<file path="src/rtl/alu_share_pkg.sv">
`default_nettype none
// ============================================================================
//  Module      : alu_share_pkg
//  Description : Shared widths and slot state encoding for the ALU sharing
//                arbiter (two requesters, one lab1_1 ALU, one result slot).
//  Revision    : 1.0 - initial release
// ============================================================================
package alu_share_pkg;

    localparam int unsigned DATA_W = 4;
    localparam int unsigned OP_W   = 2;
    localparam int unsigned ID_W   = 1;

    // Result slot occupancy
    typedef enum logic [0:0] {
        EMPTY = 1'b0,
        FULL  = 1'b1
    } slot_state_t;

endpackage : alu_share_pkg
`default_nettype wire

</file>
<file path="src/rtl/alu_share_pick.sv">
`default_nettype none
// ============================================================================
//  Module      : alu_share_pick
//  Description : Combinational winner selection between two requesters.
//                Lone valid wins; otherwise a starving requester wins;
//                otherwise the strictly lower op wins; ties alternate away
//                from the last grant. Output is one-hot, or zero when idle.
//  Revision    : 1.0 - initial release
// ============================================================================
module alu_share_pick
    import alu_share_pkg::*;
(
    input  logic [1:0]      i_valid,
    input  logic [OP_W-1:0] i_op0,
    input  logic [OP_W-1:0] i_op1,
    input  logic [1:0]      i_starve,
    input  logic [ID_W-1:0] i_last_grant,
    output logic [1:0]      o_grant
);

    // Resolve the winner in priority order
    always_comb begin
        o_grant = 2'b00;
        unique case (i_valid)
            2'b01: o_grant = 2'b01;
            2'b10: o_grant = 2'b10;
            2'b11: begin
                if (i_starve[0]) begin
                    o_grant = 2'b01;
                end else if (i_starve[1]) begin
                    o_grant = 2'b10;
                end else if (i_op0 < i_op1) begin
                    o_grant = 2'b01;
                end else if (i_op1 < i_op0) begin
                    o_grant = 2'b10;
                end else if (i_last_grant == 1'b0) begin
                    o_grant = 2'b10;
                end else begin
                    o_grant = 2'b01;
                end
            end
            default: o_grant = 2'b00;
        endcase
    end

endmodule : alu_share_pick
`default_nettype wire

</file>
<file path="src/rtl/lab1_1.sv">
`default_nettype none
// ============================================================================
//  Module      : lab1_1
//  Description : 4-bit combinational ALU.
//                op 00: a + b, 01: a - b, 10: a & b, 11: a | b
//                (arithmetic wraps modulo 16).
//  Revision    : 1.0 - initial release
// ============================================================================
module lab1_1
    import alu_share_pkg::*;
(
    input  logic [OP_W-1:0]   i_op,
    input  logic [DATA_W-1:0] i_a,
    input  logic [DATA_W-1:0] i_b,
    output logic [DATA_W-1:0] o_d
);

    // Select the operation result
    always_comb begin
        o_d = '0;
        unique case (i_op)
            2'b00:   o_d = i_a + i_b;
            2'b01:   o_d = i_a - i_b;
            2'b10:   o_d = i_a & i_b;
            2'b11:   o_d = i_a | i_b;
            default: o_d = '0;
        endcase
    end

endmodule : lab1_1
`default_nettype wire

</file>
<file path="src/rtl/alu_share_arbiter.sv">
`default_nettype none
// ============================================================================
//  Module      : alu_share_arbiter
//  Description : Shares one lab1_1 ALU between two valid/ready requesters.
//                The winner is accepted combinationally while the result
//                slot can take data; its ALU result and ID are registered
//                into a one-entry output slot that honours backpressure.
//  Revision    : 1.0 - initial release
// ============================================================================
module alu_share_arbiter
    import alu_share_pkg::*;
#(
    parameter int unsigned STARVE_LIMIT = 4,
    parameter int unsigned CNT_W        = 3
)(
    input  logic              clk,
    input  logic              rst,
    input  logic              req0_valid,
    output logic              req0_ready,
    input  logic [OP_W-1:0]   req0_op,
    input  logic [DATA_W-1:0] req0_a,
    input  logic [DATA_W-1:0] req0_b,
    input  logic              req1_valid,
    output logic              req1_ready,
    input  logic [OP_W-1:0]   req1_op,
    input  logic [DATA_W-1:0] req1_a,
    input  logic [DATA_W-1:0] req1_b,
    output logic              out_valid,
    input  logic              out_ready,
    output logic [DATA_W-1:0] out_data,
    output logic [ID_W-1:0]   out_id
);

    localparam logic [CNT_W-1:0] c_starve_lim = CNT_W'(STARVE_LIMIT);
    localparam logic [CNT_W-1:0] c_cnt_one    = CNT_W'(1);

    slot_state_t        r_state;
    logic               r_out_valid;
    logic [DATA_W-1:0]  r_out_data;
    logic [ID_W-1:0]    r_out_id;
    logic [ID_W-1:0]    r_last_grant;
    logic [CNT_W-1:0]   r_starve_cnt0;
    logic [CNT_W-1:0]   r_starve_cnt1;

    logic               w_slot_free;
    logic [1:0]         w_starve;
    logic [1:0]         w_pick;
    logic [1:0]         w_grant;
    logic               w_any_grant;
    logic [ID_W-1:0]    w_win_id;
    logic [OP_W-1:0]    w_win_op;
    logic [DATA_W-1:0]  w_win_a;
    logic [DATA_W-1:0]  w_win_b;
    logic [DATA_W-1:0]  w_alu_d;

    // The slot can load when empty or when its current result leaves now
    assign w_slot_free = ~r_out_valid | out_ready;
    assign w_starve    = {(r_starve_cnt1 >= c_starve_lim), (r_starve_cnt0 >= c_starve_lim)};

    alu_share_pick u_pick (
        .i_valid      ({req1_valid, req0_valid}),
        .i_op0        (req0_op),
        .i_op1        (req1_op),
        .i_starve     (w_starve),
        .i_last_grant (r_last_grant),
        .o_grant      (w_pick)
    );

    // A pick only turns into a grant when the slot can take the result
    assign w_grant     = w_pick & {2{w_slot_free}};
    assign w_any_grant = |w_grant;
    assign w_win_id    = w_grant[1];

    // Ready is withheld during reset so nothing is accepted and then dropped
    assign req0_ready = w_grant[0] & ~rst;
    assign req1_ready = w_grant[1] & ~rst;

    // Winner operand mux feeding the single shared ALU
    assign w_win_op = w_grant[1] ? req1_op : req0_op;
    assign w_win_a  = w_grant[1] ? req1_a  : req0_a;
    assign w_win_b  = w_grant[1] ? req1_b  : req0_b;

    lab1_1 u_alu (
        .i_op (w_win_op),
        .i_a  (w_win_a),
        .i_b  (w_win_b),
        .o_d  (w_alu_d)
    );

    // Result slot FSM with registered outputs and grant history
    always_ff @(posedge clk) begin
        if (rst) begin
            r_state      <= EMPTY;
            r_out_valid  <= 1'b0;
            r_out_data   <= '0;
            r_out_id     <= '0;
            r_last_grant <= 1'b1;
        end else begin
            unique case (r_state)
                EMPTY: begin
                    if (w_any_grant) begin
                        r_state      <= FULL;
                        r_out_valid  <= 1'b1;
                        r_out_data   <= w_alu_d;
                        r_out_id     <= w_win_id;
                        r_last_grant <= w_win_id;
                    end
                end
                FULL: begin
                    if (w_any_grant) begin
                        r_out_data   <= w_alu_d;
                        r_out_id     <= w_win_id;
                        r_last_grant <= w_win_id;
                    end else if (out_ready) begin
                        r_state     <= EMPTY;
                        r_out_valid <= 1'b0;
                    end
                end
                default: begin
                    r_state     <= EMPTY;
                    r_out_valid <= 1'b0;
                end
            endcase
        end
    end

    // Starvation counters move only on cycles that grant
    always_ff @(posedge clk) begin
        if (rst) begin
            r_starve_cnt0 <= '0;
            r_starve_cnt1 <= '0;
        end else if (w_any_grant) begin
            if (w_grant[0] || !req0_valid) begin
                r_starve_cnt0 <= '0;
            end else if (r_starve_cnt0 < c_starve_lim) begin
                r_starve_cnt0 <= r_starve_cnt0 + c_cnt_one;
            end
            if (w_grant[1] || !req1_valid) begin
                r_starve_cnt1 <= '0;
            end else if (r_starve_cnt1 < c_starve_lim) begin
                r_starve_cnt1 <= r_starve_cnt1 + c_cnt_one;
            end
        end
    end

    assign out_valid = r_out_valid;
    assign out_data  = r_out_data;
    assign out_id    = r_out_id;

endmodule : alu_share_arbiter
`default_nettype wire

</file>
<file path="config.mk">
export PLATFORM = sky130hd
export DESIGN_NAME = alu_share_arbiter
export DESIGN_NICKNAME = d
export VERILOG_FILES = /design/src/rtl/alu_share_pkg.sv /design/src/rtl/alu_share_pick.sv /design/src/rtl/lab1_1.sv /design/src/rtl/alu_share_arbiter.sv
export SDC_FILE = /design/constraint.sdc
export NUM_CORES = 1
export LEC_CHECK = 0
export BUFFER_PORTS_ARGS = -buffer_cell sky130_fd_sc_hd__buf_4
export CAP_MARGIN = 20
export CELL_PAD_IN_SITES_DETAIL_PLACEMENT = 1
export CELL_PAD_IN_SITES_GLOBAL_PLACEMENT = 1
export CORE_MARGIN = 10
export CORE_UTILIZATION = 37
export DETAILED_ROUTE_END_ITERATION = 8
export PLACE_DENSITY = 0.85
export SYNTH_ARGS = -nofsm -noshare
export SYNTH_HDL_FRONTEND = slang
export SYNTH_SLANG_ARGS = --single-unit
export TNS_END_PERCENT = 100
</file>
<file path="constraint.sdc">
create_clock -name clk -period 4.8 [get_ports clk]
set_input_delay 0.96 -clock clk [delete_from_list [all_inputs] [get_ports clk]]
set_output_delay 0.96 -clock clk [all_outputs]
set_load 0.03 [all_outputs]
</file>
=== Word-level counts from Yosys, hierarchy flattened ===
Index checks and enable logic that the tools add are counted.

* $add $sub $neg: 4
* $lt $le $gt $ge: 6
* Equality and inequality tests: 9
* Mux-type cells: 24
* Bitwise gates (word level): 9
* Reduce and logical (&&, ||, !) cells: 11

{| class="wikitable"
|+ Operators by type and width
! cell !! count
|-
| $pmux W4 S4 || 1
|-
| $mux W2 || 6
|-
| $mux W3 || 4
|-
| $mux W4 || 3
|-
| $eq A2 B2 Y1 const B || 4
|-
| $mux W1 || 7
|-
| $add A3 B1 Y3 const B || 2
|-
| $ge A3 B3 Y1 const B || 2
|-
| $lt A3 B3 Y1 const B || 2
|-
| $ne A2 B2 Y1 const B || 3
|-
| $pmux W2 S3 || 1
|-
| $add A4 B4 Y4 || 1
|-
| $and A4 B4 Y4 || 1
|-
| $eq A2 B1 Y1 const B || 2
|-
| $lt A2 B2 Y1 || 2
|-
| $or A4 B4 Y4 || 1
|-
| $pmux W1 S2 || 2
|-
| $reduce_and A2 Y1 || 2
|-
| $reduce_bool A2 Y1 || 2
|-
| $sub A4 B4 Y4 || 1
|-
| $not A1 Y1 || 3
|-
| $reduce_and A3 Y1 || 1
|-
| $and A1 B1 Y1 || 2
|-
| $and A2 B2 Y2 || 1
|-
| 5 further kinds || 7
|}

* Bits in registers: 14
* Input bits: 25
* Output and inout port bits: 8
* Word-level logic and storage cells: 70

=== Depth between registers and ports, before layout ===
Gate-level depths: netlist of run 1.

* Depth after elaboration: 11
* Gate-level depth with buffers: 17
* Depth with buffers taken out: 15

=== Hierarchy ===
Synthesis of run 1 repeated with hierarchy kept, for this count alone.

* Cells, all modules: 151
* Area total of the unflattened synthesis: 1249.9 um2

{| class="wikitable"
|+ Modules (own cells, without submodules)
! module !! instances !! cells an instance !! area an instance (um2) !! sequential area each (um2)
|-
| alu_share_arbiter || 1 || 94 || 814.5 || 280.3
|-
| lab1_1 || 1 || 44 || 347.8 || 0.0
|-
| alu_share_pick || 1 || 13 || 87.6 || 0.0
|}

=== Worst setup path before layout of run 1 ===
No wires, ideal clock.

* Path kind: input -> register
* Start point: input port req0_op[1]
* End point: register r_out_data[3] (netlist: out_data[3])
* Library setup time: 91 ps
* Arrival time: 3894 ps
* Data required time: 4709 ps
* Setup slack: 815 ps
* Stages on the path: 16
* Buffers on the path: 2
* Path through: inv_1 -> ha_1 -> a31oi_1 -> a31o_1 -> buf_6 -> clkbuf_1 -> mux2i_1 -> ha_1 -> nor2_1 -> a21o_1 -> ha_1 -> a21o_1 -> a21oi_1 -> xnor2_1 -> xnor2_1 -> a311oi_1

* Word-level cells in the longest chain between the ends: 11
* Elaborated cells on any way between the ends: 22
* Those cells by class: add/sub (2); order compare (2); eq/ne (3); mux (10); bitwise (3); reduce/logical (2)

{| class="wikitable"
|+ RTL lines
! what !! RTL line !! source
|-
| start, declared || alu_share_arbiter.sv:20 || <nowiki>input logic [OP_W-1:0] req0_op,</nowiki>
|-
| $lt A2 B2 Y1 || alu_share_pick.sv:34 || <nowiki>end else if (i_op1 < i_op0) begin</nowiki>
|-
| $mux W2 || alu_share_pick.sv:34 ||
|-
| $mux W2 || alu_share_pick.sv:32 || <nowiki>end else if (i_op0 < i_op1) begin</nowiki>
|-
| $mux W2 || alu_share_pick.sv:30 || <nowiki>end else if (i_starve[1]) begin</nowiki>
|-
| $mux W2 || alu_share_pick.sv:28 || <nowiki>if (i_starve[0]) begin</nowiki>
|-
| $pmux W2 S3 || alu_share_pick.sv:24 || <nowiki>unique case (i_valid)</nowiki>
|-
| $and A2 B2 Y2 || alu_share_arbiter.sv:70 || <nowiki>assign w_grant = w_pick & {2{w_slot_free}};</nowiki>
|-
| $mux W4 (tied with other cells) || alu_share_arbiter.sv:80 || <nowiki>assign w_win_a = w_grant[1] ? req1_a : req0_a;</nowiki>
|-
| $sub A4 B4 Y4 (tied with other cells) || lab1_1.sv:23 || <nowiki>2'b01: o_d = i_a - i_b;</nowiki>
|-
| $pmux W4 S4 || lab1_1.sv:21 || <nowiki>unique case (i_op)</nowiki>
|-
| $mux W4 || alu_share_arbiter.sv:101, alu_share_arbiter.sv:110 ||
|-
| end signal, assigned || alu_share_arbiter.sv:104 || <nowiki>r_out_data <= w_alu_d;</nowiki>
|-
| end signal, assigned || alu_share_arbiter.sv:111 || <nowiki>r_out_data <= w_alu_d;</nowiki>
|-
| end, declared || alu_share_arbiter.sv:39 || <nowiki>logic [DATA_W-1:0] r_out_data;</nowiki>
|}

Parallel ways exist; a longest one is shown, timed or not. The select of a mux whose other input is x is not followed.
A chain may end at the register's enable or synchronous reset.

=== Worst setup path after layout of run 1 ===
Ends and elaborated chain as after synthesis.

==> results of run 1 <==
-- path summary, 6_finish.rpt --
| path | slack, ns | to |
|---|---|---|
| worst max-delay path | 0.81 | out_data[3]$_SDFFE_PP0P_ |
| worst min-delay path | 0.46 | out_data[1]$_SDFFE_PP0P_ |
| worst max register to register | 1.56 | out_data[3]$_SDFFE_PP0P_ |
| worst min register to register | 0.46 | out_data[1]$_SDFFE_PP0P_ |
-- critical path, cell delays in order --
cell and delay [ns]:
sky130_fd_sc_hd__buf_4 0.09, sky130_fd_sc_hd__inv_1 0.04, sky130_fd_sc_hd__ha_1 0.30, sky130_fd_sc_hd__a31oi_1 0.23, sky130_fd_sc_hd__a31o_1 0.41, sky130_fd_sc_hd__buf_4 0.23, sky130_fd_sc_hd__mux2i_1 0.31, sky130_fd_sc_hd__ha_1 0.29
sky130_fd_sc_hd__nor2_1 0.17, sky130_fd_sc_hd__a21o_1 0.11, sky130_fd_sc_hd__ha_1 0.21, sky130_fd_sc_hd__a21o_1 0.18, sky130_fd_sc_hd__a21oi_1 0.18, sky130_fd_sc_hd__xnor2_1 0.15, sky130_fd_sc_hd__xnor2_1 0.09, sky130_fd_sc_hd__a311oi_1 0.24
-- metal layers --
| layer | share of wire (%) | GRT usage, % | up-vias |
|---|---|---|---|
| met5 | 0 | 0 | - |
| met4 | 1.4 | 3.717 | 0 |
| met3 | 1.9 | 2.123 | 4 |
| met2 | 54 | 21.85 | 15 |
| met1 | 42 | 12.90 | 540 |
| li1 | - | - | 573 |
-- logic make-up after synthesis --
group / count (synthesis) / share of synthesized area [%]
adder cells (fa/ha/maj): 15 / 16.26
XOR/XNOR: 6 / 4.492
flip-flops: 14 / 23.96
AO/OA/AOI/OAI: 34 / 18.93
multiplexers: 11 / 9.626
buffers and inverters: 20 / 7.700
AND/OR/NAND/NOR: 46 / 19.04
-- layout make-up --
type                    instances  area, um^2
multi-input cells             112       799.5
well taps                      44       55.05
inverters                      12       45.04
flip-flops and latches         14       280.3
fillers                       400        1541
clock buffers                   4       36.28
repair buffers                 36       270.3
-- state kept, by name, indices dropped and copies added, names as in the netlist --
register       cells
r_starve_cnt1      3
out_data           4
out_id             1
r_starve_cnt0      3
r_last_grant       1
r_state            1
out_valid          1
-- cells in the final DEF (no fill, tap or decap), types with 2 or more instances in the layout --
| cell | count |
|---|---|
| sky130_fd_sc_hd__inv_1 | 12 |
| sky130_fd_sc_hd__nand4_1 | 2 |
| sky130_fd_sc_hd__nand3b_1 | 3 |
| sky130_fd_sc_hd__nor2_1 | 13 |
| sky130_fd_sc_hd__dfxtp_1 | 14 |
| sky130_fd_sc_hd__mux2i_1 | 9 |
| sky130_fd_sc_hd__a21o_1 | 3 |
| sky130_fd_sc_hd__xor2_1 | 2 |
| sky130_fd_sc_hd__nand3_1 | 5 |
| sky130_fd_sc_hd__a311oi_1 | 2 |
| sky130_fd_sc_hd__maj3_1 | 2 |
| sky130_fd_sc_hd__buf_4 | 36 |
| sky130_fd_sc_hd__mux2_2 | 2 |
| sky130_fd_sc_hd__a21oi_1 | 13 |
| sky130_fd_sc_hd__clkbuf_4 | 3 |
| sky130_fd_sc_hd__xnor2_1 | 4 |
| sky130_fd_sc_hd__o21ai_0 | 3 |
| sky130_fd_sc_hd__nand2_1 | 15 |
| sky130_fd_sc_hd__nor3_1 | 3 |
| sky130_fd_sc_hd__a211oi_1 | 4 |
| sky130_fd_sc_hd__ha_1 | 12 |
-- through the flow --
stage / utilization (%) / hold WS, ns / std cells / setup slack, ns
6_report: 49.09 / 0.4607 / 222 / 0.8067
5_1_grt: 49.09 / 0.4931 / 222 / 0.6267
4_1_cts: 49.09 / 0.4655 / 222 / 0.7966
3_5_place_dp: 47.89 / 0.4511 / 218 / 0.4957
3_3_place_gp: 47.89 / 0.4422 / 218 / 0.6989
2_1_floorplan: - / 0.4406 / 146 / 0.8153
-- report_power, final --
group / internal (mW) / total (mW) / switching, mW
combinational: 0.0751 / 0.170 / 0.0950
sequential: 0.127 / 0.133 / 0.00611
clock: 0.0462 / 0.0901 / 0.0439
total: 0.248 / 0.393 / 0.145
==> metrics.md, run 1 <==
| Metric | Value |
|---|---|
| Most instantiated cells after synthesis | sky130_fd_sc_hd__nand2_1, sky130_fd_sc_hd__dfxtp_1, sky130_fd_sc_hd__a21oi_1, sky130_fd_sc_hd__nor2_1 |
| Worst reg2reg startpoint | r_last_grant$_SDFFE_PP1P_ |
| Global-route wire length before repair | 5740 um |
| Peak VDD IR | 0.1034 mV |
| Total Negative Setup Slacks | 0 ns |
| Via density | 5.099 |
| Initial antenna violation count | 0 |
| Slew Viols, Final | 0 |
| Arrival time of data at the critical path endpoint | 4.20 ns |
| Static Leak | 0.7139 nW |
| Net count of the mapped netlist | 184 |
| Type of destination of the critical path | flip-flop |
| Library cells used by synthesis | 37 |
| Number of DRC violations after detailed-routing iteration 0 | 55 |
| Classification of the worst setup path | in2reg |
| Worst Reg2Reg Path Length in Cells | 14 |
| Total congestion overflow after global routing | 0 |
| Remaining antenna violation count after routing | 0 |
| Proportion of layout cells with a drive suffix above 1 | 25.84% |
| DR pass1 iterations | 4 |
| Slew Limit Headroom | 62.40% |
| Total number of vias | 1,132 |
| Fraction of post-synthesis cell area in the top cell type by area | 23.96% |
| Worst Setup Start Kind | primary input |
| Area post-placement | 1450 um^2 |
| Die Y | around 76 um |
| Crit Path Max Fanout | 9 |
| Post-synthesis register bit count | 14 |
| Cell type with the highest aggregate area in the netlist | sky130_fd_sc_hd__dfxtp_1 |
| Primary FF master, synth | sky130_fd_sc_hd__dfxtp_1 |
| Part of the cycle the worst path needs | 83.19% |
| Cell area after layout | 1486 um^2 |
| Total detailed-routing wirelength | 3431 um |
| Required time of the worst setup path | around 5 ns |
| Result of the run | finished clean |
| Post-synthesis area per instance | between 8 and 9 um^2 |
| Pin count of the biggest net entering global routing | 18 |
| Count of endpoints failing setup in the final report | 0 |
| Routed WL per cell | 15.45 um |
| Clock input transition at the sequential cells of the worst setup and hold paths | 0.10 ns |
| Area Overhead vs Synth | 27.06% |
| Synthesized instance count | approximately 150 |
| Skew-Pair Late Insertion Delay | 0.29 ns |
| Total of warnings raised by yosys | 0 |
| Max-capacitance violation count | 0 |
| Starting utilization of the core area | about two fifths |
| Clock root cell | sky130_fd_sc_hd__clkbuf_4 |
| Fin crit period | 3.993 ns |
| Final #Nets | 217 |
| Slew of the pin with the lowest slew margin | 0.5582 ns |
| CTS-repair resized insts | 0 |
| Worst Clk Skew | 0.002857 ns |
| Post-CTS Setup Bufs | 0 |
| Vias in the first global route | 1,229 |
| Unrepaired setup endpoints after global routing | no |
| Global placer's final weighted congestion | 0.8491 |
| Core region area | 3028 um^2 |
| Count of port buffers added during placement | 32 |
| CTS H-tree depth | 1 |
| DIE WIDTH | 76.23 um |
| HPWL after detailed placement | 2849 um |
| Sequential fraction of the synthesis area | 23.96% |
| Async set-reset flop share out of synthesis | 0% |
| Ports | 33 |
| Top cells by area, synth | sky130_fd_sc_hd__dfxtp_1, sky130_fd_sc_hd__ha_1, sky130_fd_sc_hd__mux2i_1 |
| Clock tree from TritonCTS | yes |
| Num rows | 20 |
| Power per cell area | 264.3 nW/um^2 |
| Worst setup path startpoint | req0_op[1] |
| Startpoint of the most critical hold path | out_data[1]$_SDFFE_PP0P_ |
| CTS Sinks | 14 |
| Number of synthesized flops with an enable pin | 0 |
| CTS Hold Buffers Added | 0 |
| N_diodes | 0 |
| Global-route total usage across every layer | 11.71% |
| Full die area | 5811 um^2 |
| Worst hold-check path type | reg2reg |
| Max frequency | 0.2504 GHz |
| DR DRC count | 0 |
| Clock Path Buffers | 2 |
| Power after layout | 0.3928 mW |
| Final hold violation count | 0 |
| Num CTS Buffers | 3 |
| Worst hold path cell count | 2 |
| Synthesized area | between 1000 and 1500 um^2 |
| Cell with the most instances after synthesis | sky130_fd_sc_hd__nand2_1 |
Note: power is estimated with default switching activity, not from simulation.
==> run 2: changes to the inputs <==
--- a/config.mk
+++ b/config.mk
@@ -10,9 +10,9 @@
 export CELL_PAD_IN_SITES_DETAIL_PLACEMENT = 1
 export CELL_PAD_IN_SITES_GLOBAL_PLACEMENT = 1
 export CORE_MARGIN = 10
-export CORE_UTILIZATION = 37
+export CORE_UTILIZATION = 33
 export DETAILED_ROUTE_END_ITERATION = 8
-export PLACE_DENSITY = 0.85
+export PLACE_DENSITY = 0.8
 export SYNTH_ARGS = -nofsm -noshare
 export SYNTH_HDL_FRONTEND = slang
 export SYNTH_SLANG_ARGS = --single-unit
==> constraint.sdc (replaced) <==
create_clock -name clk -period 3.6 [get_ports clk]
set_input_delay 0.72 -clock clk [delete_from_list [all_inputs] [get_ports clk]]
set_output_delay 0.72 -clock clk [all_outputs]
set_load 0.03 [all_outputs]
==> run 2 against run 1 <==
Via count rose by 5.4%. First-iteration DRC count grew 3.6%. Highest routed layer unchanged. Clock-buffer cell count is the same. Worst hold slack gained 0.0021 ns. Sequential share of layout area fell by 1.0 points. Largest power group unchanged. Register-to-register slack worse by 0.85 ns. Combinational power up 46%. Sequential power is 34% higher. Wire length up 4.6%. Critical path depth is 1 lower. Worst setup slack lost 0.62 ns. Total power grew 38%.
==> metrics.md, run 2 (synthesis results as in run 1) <==
| Metric | Value |
|---|---|
| Result of the run | finished clean |
| Area of all sequential standard cells | 280.3 um^2 (unchanged) |
| Total number of vias | 1,193 (+5.4%) |
| Startpoint of the most critical hold path | out_data[2]$_SDFFE_PP0P_ |
| Post-layout util | 46.44% (-2.7 points) |
| Worst Reg2Reg Path Length in Cells | 13 (-1) |
| Slew Limit Headroom | 67.43% (+5.0 points) |
| Full die area | 6327 um^2 (+8.9%) |
| Initial antenna violation count | 0 (unchanged) |
| Area Overhead vs Synth | 34.55% |
| Die Y | 79.54 um (+4.3%) |
| Top library cells by usage in the layout, fill and taps aside | sky130_fd_sc_hd__buf_4, sky130_fd_sc_hd__nand2_1, sky130_fd_sc_hd__dfxtp_1 |
| DR DRC count | 0 (unchanged) |
| Clock Path Buffers | 2 (unchanged) |
| Max reg flops | 4 (unchanged) |
| Routed WL per cell | 15.40 um (-0.33%) |
| DIE WIDTH | 79.54 um (+4.3%) |
| Proportion of layout cells with a drive suffix above 1 | 32.62% (+6.8 points) |
| Clock input transition at the sequential cells of the worst setup and hold paths | 0.09 ns (about the same) |
| Worst reg2reg startpoint | r_last_grant$_SDFFE_PP1P_ |
| Total detailed-routing wirelength | 3589 um (+4.6%) |
| Final hold violation count | 0 (unchanged) |
| Static Leak | 0.7480 nW (+4.8%) |
| Unrepaired setup endpoints after global routing | no |
| Max-capacitance violation count | 0 (unchanged) |
| Max frequency | 0.2930 GHz |
| Worst Clk Skew | 0.0008159 ns (-0.002041 ns) |
| Setup Slack @ Placement | -0.2932 ns (-0.7889 ns) |
| Vias in the first global route | 1,295 (+5.4%) |
| Clock tree from TritonCTS | yes |
| Pin count of the biggest net entering global routing | 18 (unchanged) |
| Total Negative Setup Slacks | 0 ns (unchanged) |
| Register-to-register setup slack | 0.71 ns (-0.85 ns) |
| Area post-placement | 1498 um^2 (+3.3%) |
| CTS H-tree depth | 1 (unchanged) |
| Count of endpoints failing setup in the final report | 0 (unchanged) |
| Cell area after layout | 1574 um^2 (+5.9%) |
| Type of destination of the critical path | flip-flop |
| Global placer's final weighted congestion | 0.7714 (-9.2%) |
| Required time of the worst setup path | 3.78 ns (-1.22 ns) |
| Part of the cycle the worst path needs | 94.81% |
| Final #Nets | 226 (+4.1%) |
| Combined area of the multi-input logic cells | 817.0 um^2 (+2.2%) |
| DR pass1 iterations | 4 (unchanged) |
| Fin crit period | between 3 and 4 ns |
| Clock root cell | sky130_fd_sc_hd__clkbuf_4 |
| Total congestion overflow after global routing | 0 (unchanged) |
| CTS Sinks | 14 (unchanged) |
| Skew-Pair Late Insertion Delay | 0.28 ns (about the same) |
| Starting utilization of the core area | 34.51% (-4.1 points) |
| Global-route total usage across every layer | 11.17% (-0.53 points) |
| Arrival time of data at the critical path endpoint | 3.60 ns (-0.60 ns) |
| End of the worst register-to-register path | out_data[3]$_SDFFE_PP0P_ |
| Fill cells | 424 (+6.0%) |
| Cell count after placement | 226 (+3.7%) |
| Core region area | 3390 um^2 (+12%) |
| Final std cells w/o fill | 233 (+5.0%) |
| Hold Path End | out_data[2]$_SDFFE_PP0P_ |
| Classification of the worst setup path | in2reg |
| Remaining antenna violation count after routing | 0 (unchanged) |
| Worst hold path cell count | 2 (unchanged) |
| Final worst slack | 0.1867 ns (-0.6200 ns) |
| Global-route wire length before repair | 5775 um (+0.61%) |
| Crit Path Max Fanout | 6 (-3) |
| N_diodes | 0 (unchanged) |
| Peak VDD IR | 0.1222 mV (+18%) |
| Most common library cell in the layout ignoring fill and taps | sky130_fd_sc_hd__buf_4 |
| Slew Viols, Final | 0 (unchanged) |
| Via density | 5.120 (+0.41%) |
| Worst Setup Start Kind | primary input |
| Num CTS Buffers | 3 (unchanged) |
| Number of DRC violations after detailed-routing iteration 0 | 57 (+3.6%) |
| HPWL after detailed placement | 2994 um (+5.1%) |
| Num rows | 21 (+5.0%) |
| Worst hold-check path type | reg2reg |
| Count of port buffers added during placement | 32 (unchanged) |
| Power per cell area | 343.3 nW/um^2 (+30%) |
| Slew of the pin with the lowest slew margin | 0.4750 ns (-0.08316 ns) |
| Ports | 33 (unchanged) |
-- run 2: through the flow --
stage	power [mW]	hold WS [ns]
floorplan	0.3310	0.4406
global placement	0.4052	0.4448
detailed placement	0.4188	0.4568
CTS	0.5328	0.4700
global route	0.5790	0.4957
finish	0.5403	0.4627
-- run 2: worst max path at each step --
| stage | end | from | cells after the start | slack [ns] |
|---|---|---|---|---|
| global placement | out_data[3]$_SDFFE_PP0P_ | req0_op[1] | 15 | 0.00007 |
| CTS | out_data[3]$_SDFFE_PP0P_ | req0_op[1] | 15 | 0.08 |
| detailed placement | out_data[3]$_SDFFE_PP0P_ | req0_op[1] | 15 | -0.29 |
| finish | out_data[3]$_SDFFE_PP0P_ | req0_op[1] | 15 | 0.19 |
| floorplan | out_data[3]$_SDFFE_PP0P_ | req0_op[1] | 16 | 0.006 |
| global route | out_data[3]$_SDFFE_PP0P_ | req0_op[1] | 16 | 0.002 |
-- run 2: metal layers --
metal  routed length [um]  global-route usage [%]  share of wire [%]
met5                    0                       0                  0
met4                   85                   4.301                2.4
met3                  142                   3.491                4.0
met2                 1971                   21.84                 55
met1                 1390                   10.40                 39
-- run 2: worst max-delay path: stages --
cell	delay, ns
sky130_fd_sc_hd__buf_4	0.09
sky130_fd_sc_hd__inv_1	0.04
sky130_fd_sc_hd__ha_1	0.30
sky130_fd_sc_hd__a31oi_1	0.23
sky130_fd_sc_hd__a31o_2	0.29
sky130_fd_sc_hd__mux2_2	0.40
sky130_fd_sc_hd__nor2_2	0.16
sky130_fd_sc_hd__nor2_1	0.08
sky130_fd_sc_hd__a21o_1	0.16
sky130_fd_sc_hd__ha_1	0.26
sky130_fd_sc_hd__a21o_1	0.19
sky130_fd_sc_hd__a21oi_2	0.15
sky130_fd_sc_hd__xnor2_1	0.15
sky130_fd_sc_hd__xnor2_1	0.10
sky130_fd_sc_hd__a311oi_1	0.28
-- run 2: report_power, final --
part	switching [mW]	total (mW)	internal, mW
Sequential	0.00927	0.178	0.169
Clock	0.0521	0.114	0.0615
Combinational	0.134	0.249	0.115
-- run 2: area by class of cell --
class                   count  share of cell area [%]
clock buffers               4                   2.305
multi-input cells         112                   51.91
repair buffers             45                   21.46
inverters                  12                   2.862
well taps                  46                   3.657
flip-flops and latches     14                   17.81
-- run 2: what timing repair did --
item | 4_1_cts | 5_1_grt
hold buffers | 0 | 0
pin swaps | 0 | 1
endpoints found under the setup margin | 1 | 1
buffers inserted | 0 | 3
resized for setup | 1 | 5
==> run 3: changes to the inputs <==
--- a/config.mk
+++ b/config.mk
@@ -10,9 +10,10 @@
 export CELL_PAD_IN_SITES_DETAIL_PLACEMENT = 1
 export CELL_PAD_IN_SITES_GLOBAL_PLACEMENT = 1
 export CORE_MARGIN = 10
-export CORE_UTILIZATION = 33
+export CORE_UTILIZATION = 35
+export CTS_BUF_LIST = sky130_fd_sc_hd__clkbuf_4
 export DETAILED_ROUTE_END_ITERATION = 8
-export PLACE_DENSITY = 0.8
+export PLACE_DENSITY = 0.84
 export SYNTH_ARGS = -nofsm -noshare
 export SYNTH_HDL_FRONTEND = slang
 export SYNTH_SLANG_ARGS = --single-unit
==> run 3 against run 2 <==
Die area shrank 4.3%. Largest power group unchanged. Worst setup slack worse by 0.012 ns. Maximum frequency fell by 0.36%. Global-route usage grew 1.1 points. Largest cell class unchanged. Sequential share of layout area is 0.64 points lower. Via count up 2.8%. Core utilization up 5.8 points. First-iteration DRC count increased by 11%. Sequential cell count stayed put. Worst hold slack improved by 0.0031 ns. Total power down 1.1%.
==> metrics.md, run 3 (synthesis results as in run 1) <==
| Metric | Value |
|---|---|
| Core region area | 3128 um^2 (-7.7%) |
| Total detailed-routing wirelength | 3672 um (+2.3%) |
| Global placer's final weighted congestion | 0.8656 (+12%) |
| Slew Viols, Final | 0 (unchanged) |
| Crit Path Max Fanout | 8 (+2) |
| DIE WIDTH | 77.82 um (-2.2%) |
| Register-to-register setup slack | 0.71 ns (about the same) |
| Full die area | 6055 um^2 (-4.3%) |
| Post-layout util | 52.20% (+5.8 points) |
| Proportion of layout cells with a drive suffix above 1 | 34.20% (+1.6 points) |
| Vias in the first global route | 1,345 (+3.9%) |
| Power after layout | 0.5344 mW (-1.1%) |
| Part of the cycle the worst path needs | 95.16% (+0.35 points) |
| Crit path max-delay cell type | sky130_fd_sc_hd__ha_1 |
| Final worst slack | 0.1742 ns (-0.01249 ns) |
| Power per cell area | 327.3 nW/um^2 (-4.7%) |
| Count of endpoints failing setup in the final report | 0 (unchanged) |
| Global-route total usage across every layer | 12.30% (+1.1 points) |
| Remaining antenna violation count after routing | 0 (unchanged) |
| Num rows | 20 (-4.8%) |
| DR pass1 iterations | 4 (unchanged) |
| Final hold violation count | 0 (unchanged) |
| CTS H-tree depth | 1 (unchanged) |
| Num CTS Buffers | 3 (unchanged) |
| Pin count of the biggest net entering global routing | 18 (unchanged) |
| CP Cell Sequence | buf_4 -> inv_1 -> ha_1 -> a31oi_2 -> a31o_1 -> buf_6 -> mux2i_4 -> ha_1 -> nor2_2 -> a21o_1 -> ha_1 -> a21o_1 -> a21oi_2 -> xnor2_1 -> xnor2_1 -> a311oi_1 |
| Arrival time of data at the critical path endpoint | 3.61 ns (about the same) |
| Initial antenna violation count | 0 (unchanged) |
| Routed WL per cell | 15.49 um (+0.59%) |
| Slew Limit Headroom | 71.69% (+4.3 points) |
| Total number of vias | 1,226 (+2.8%) |
| Clock input transition at the sequential cells of the worst setup and hold paths | 0.08 ns (about the same) |
| Cell occurring most often along the worst timing path | sky130_fd_sc_hd__ha_1 |
| HPWL after detailed placement | 3145 um (+5.0%) |
| Skew-Pair Late Insertion Delay | 0.27 ns (about the same) |
| Peak VDD IR | 0.1254 mV (+2.6%) |
| Total congestion overflow after global routing | 0 (unchanged) |
| Clock root cell | sky130_fd_sc_hd__clkbuf_4 |
| Starting utilization of the core area | 37.40% (+2.9 points) |
| Die Y | 77.82 um (-2.2%) |
| Setup Slack @ Placement | -0.2687 ns (+0.02449 ns) |
| Classification of the worst setup path | in2reg |
| Worst hold path cell count | 2 (unchanged) |
| Fill cells | 394 (-7.1%) |
| N_diodes | 0 (unchanged) |
| Worst Clk Skew | 0.002038 ns (+0.001222 ns) |
| Worst setup path startpoint | req0_op[1] |
| Via density | 5.173 (+1.0%) |
| Count of port buffers added during placement | 32 (unchanged) |
| Clock tree from TritonCTS | yes |
| Max frequency | 0.2919 GHz (-0.36%) |
| DR DRC count | 0 (unchanged) |
| CTS Sinks | 14 (unchanged) |
| Max-capacitance violation count | 0 (unchanged) |
| Required time of the worst setup path | 3.78 ns (about the same) |
| Max reg flops | 4 (unchanged) |
| Worst hold-check path type | reg2reg |
| Most common library cell in the layout ignoring fill and taps | sky130_fd_sc_hd__buf_4 |
| Worst Setup Start Kind | primary input |
| Total Negative Setup Slacks | 0 ns (unchanged) |
| Type of destination of the critical path | flip-flop |
| Area Overhead vs Synth | 39.57% |
| Ports | 33 (unchanged) |
| Critical path's largest stage delay | 0.31 ns (-0.09 ns) |
| Clock Path Buffers | 2 (unchanged) |
| Result of the run | finished clean |
| Number of DRC violations after detailed-routing iteration 0 | 63 (+11%) |
| Fin crit period | 3.426 ns (+0.01249 ns) |
| Slew of the pin with the lowest slew margin | 0.4129 ns (-0.06209 ns) |
| Timing endpoint of the critical path | out_data[3]$_SDFFE_PP0P_ |
| Worst Reg2Reg Path Length in Cells | 14 (+1) |
| Worst reg2reg startpoint | r_last_grant$_SDFFE_PP1P_ |
| Final #Nets | 232 (+2.7%) |
| Post-Route Hold Slack | 0.4659 ns (+0.003125 ns) |
| Static Leak | 0.7782 nW (+4.0%) |
| End of the worst register-to-register path | out_data[3]$_SDFFE_PP0P_ |
| Top library cells by usage in the layout, fill and taps aside | sky130_fd_sc_hd__buf_4, sky130_fd_sc_hd__nand2_1, sky130_fd_sc_hd__dfxtp_1 |
| Global-route wire length before repair | 6244 um (+8.1%) |
run 3: changes by cell type in the layout (fill, tap and decap cells not counted), sizes merged:
cell | previous run | this run
clkinv | 0 | 1
buf | 45 | 51
clkbuf | 4 | 3
run 3: worst min-delay path by stage:
| stage | end | from |
|---|---|---|
| floorplan | r_last_grant$_SDFFE_PP1P_ | r_last_grant$_SDFFE_PP1P_ |
| global placement | out_id$_SDFFE_PP0P_ | out_id$_SDFFE_PP0P_ |
| detailed placement | out_id$_SDFFE_PP0P_ | out_id$_SDFFE_PP0P_ |
| CTS | out_id$_SDFFE_PP0P_ | out_id$_SDFFE_PP0P_ |
| global route | out_data[2]$_SDFFE_PP0P_ | out_data[2]$_SDFFE_PP0P_ |
| finish | out_id$_SDFFE_PP0P_ | out_id$_SDFFE_PP0P_ |
run 3: critical path, delay by kind of cell:
| family | cells | cell delay (ns) |
|---|---|---|
| compound gates | 6 | 1.14 |
| xor+xnor | 2 | 0.27 |
| fa+ha+maj | 3 | 0.79 |
| buf+inv | 3 | 0.30 |
| mux | 1 | 0.25 |
| simple gates | 1 | 0.14 |
run 3: through the flow:
step | instances | cell area [um^2]
after floorplan | 146 | 1172
after global placement | 230 | 1540
after detailed placement | 230 | 1540
after CTS | 234 | 1570
after global routing | 237 | 1633
final | 237 | 1633
run 3: metal layers:
| layer | vias up | GRT usage [%] | routed length, um |
|---|---|---|---|
| met4 | 0 | 3.832 | 59 |
| met3 | 8 | 2.650 | 94 |
| li1 | 607 | - | - |
| met1 | 591 | 12.46 | 1395 |
| met5 | - | 0 | 0 |
| met2 | 20 | 24.13 | 2123 |
run 3: layout make-up:
cell class	count	area (um^2)	area share (%)
Clock buffer	3	22.52	1.379
Clock inverter	1	3.754	0.2299
Timing Repair Buffer	51	386.6	23.68
Inverter	12	45.04	2.759
Sequential cell	14	280.3	17.16
Multi-Input combinational cell	112	839.6	51.42
Tap cell	44	55.05	3.372
run 3: timing repair:
action,in CTS,in global routing
hold buffers,0,0
buffers inserted,0,3
gates resized for setup,1,8
pin swaps,0,2
setup endpoints to repair,1,1
run 3: power breakdown:
group	internal, mW	total (mW)	switching, mW
sequential	0.169	0.178	0.00913
clock	0.0402	0.0895	0.0493
combinational	0.125	0.267	0.142
total	0.334	0.534	0.200
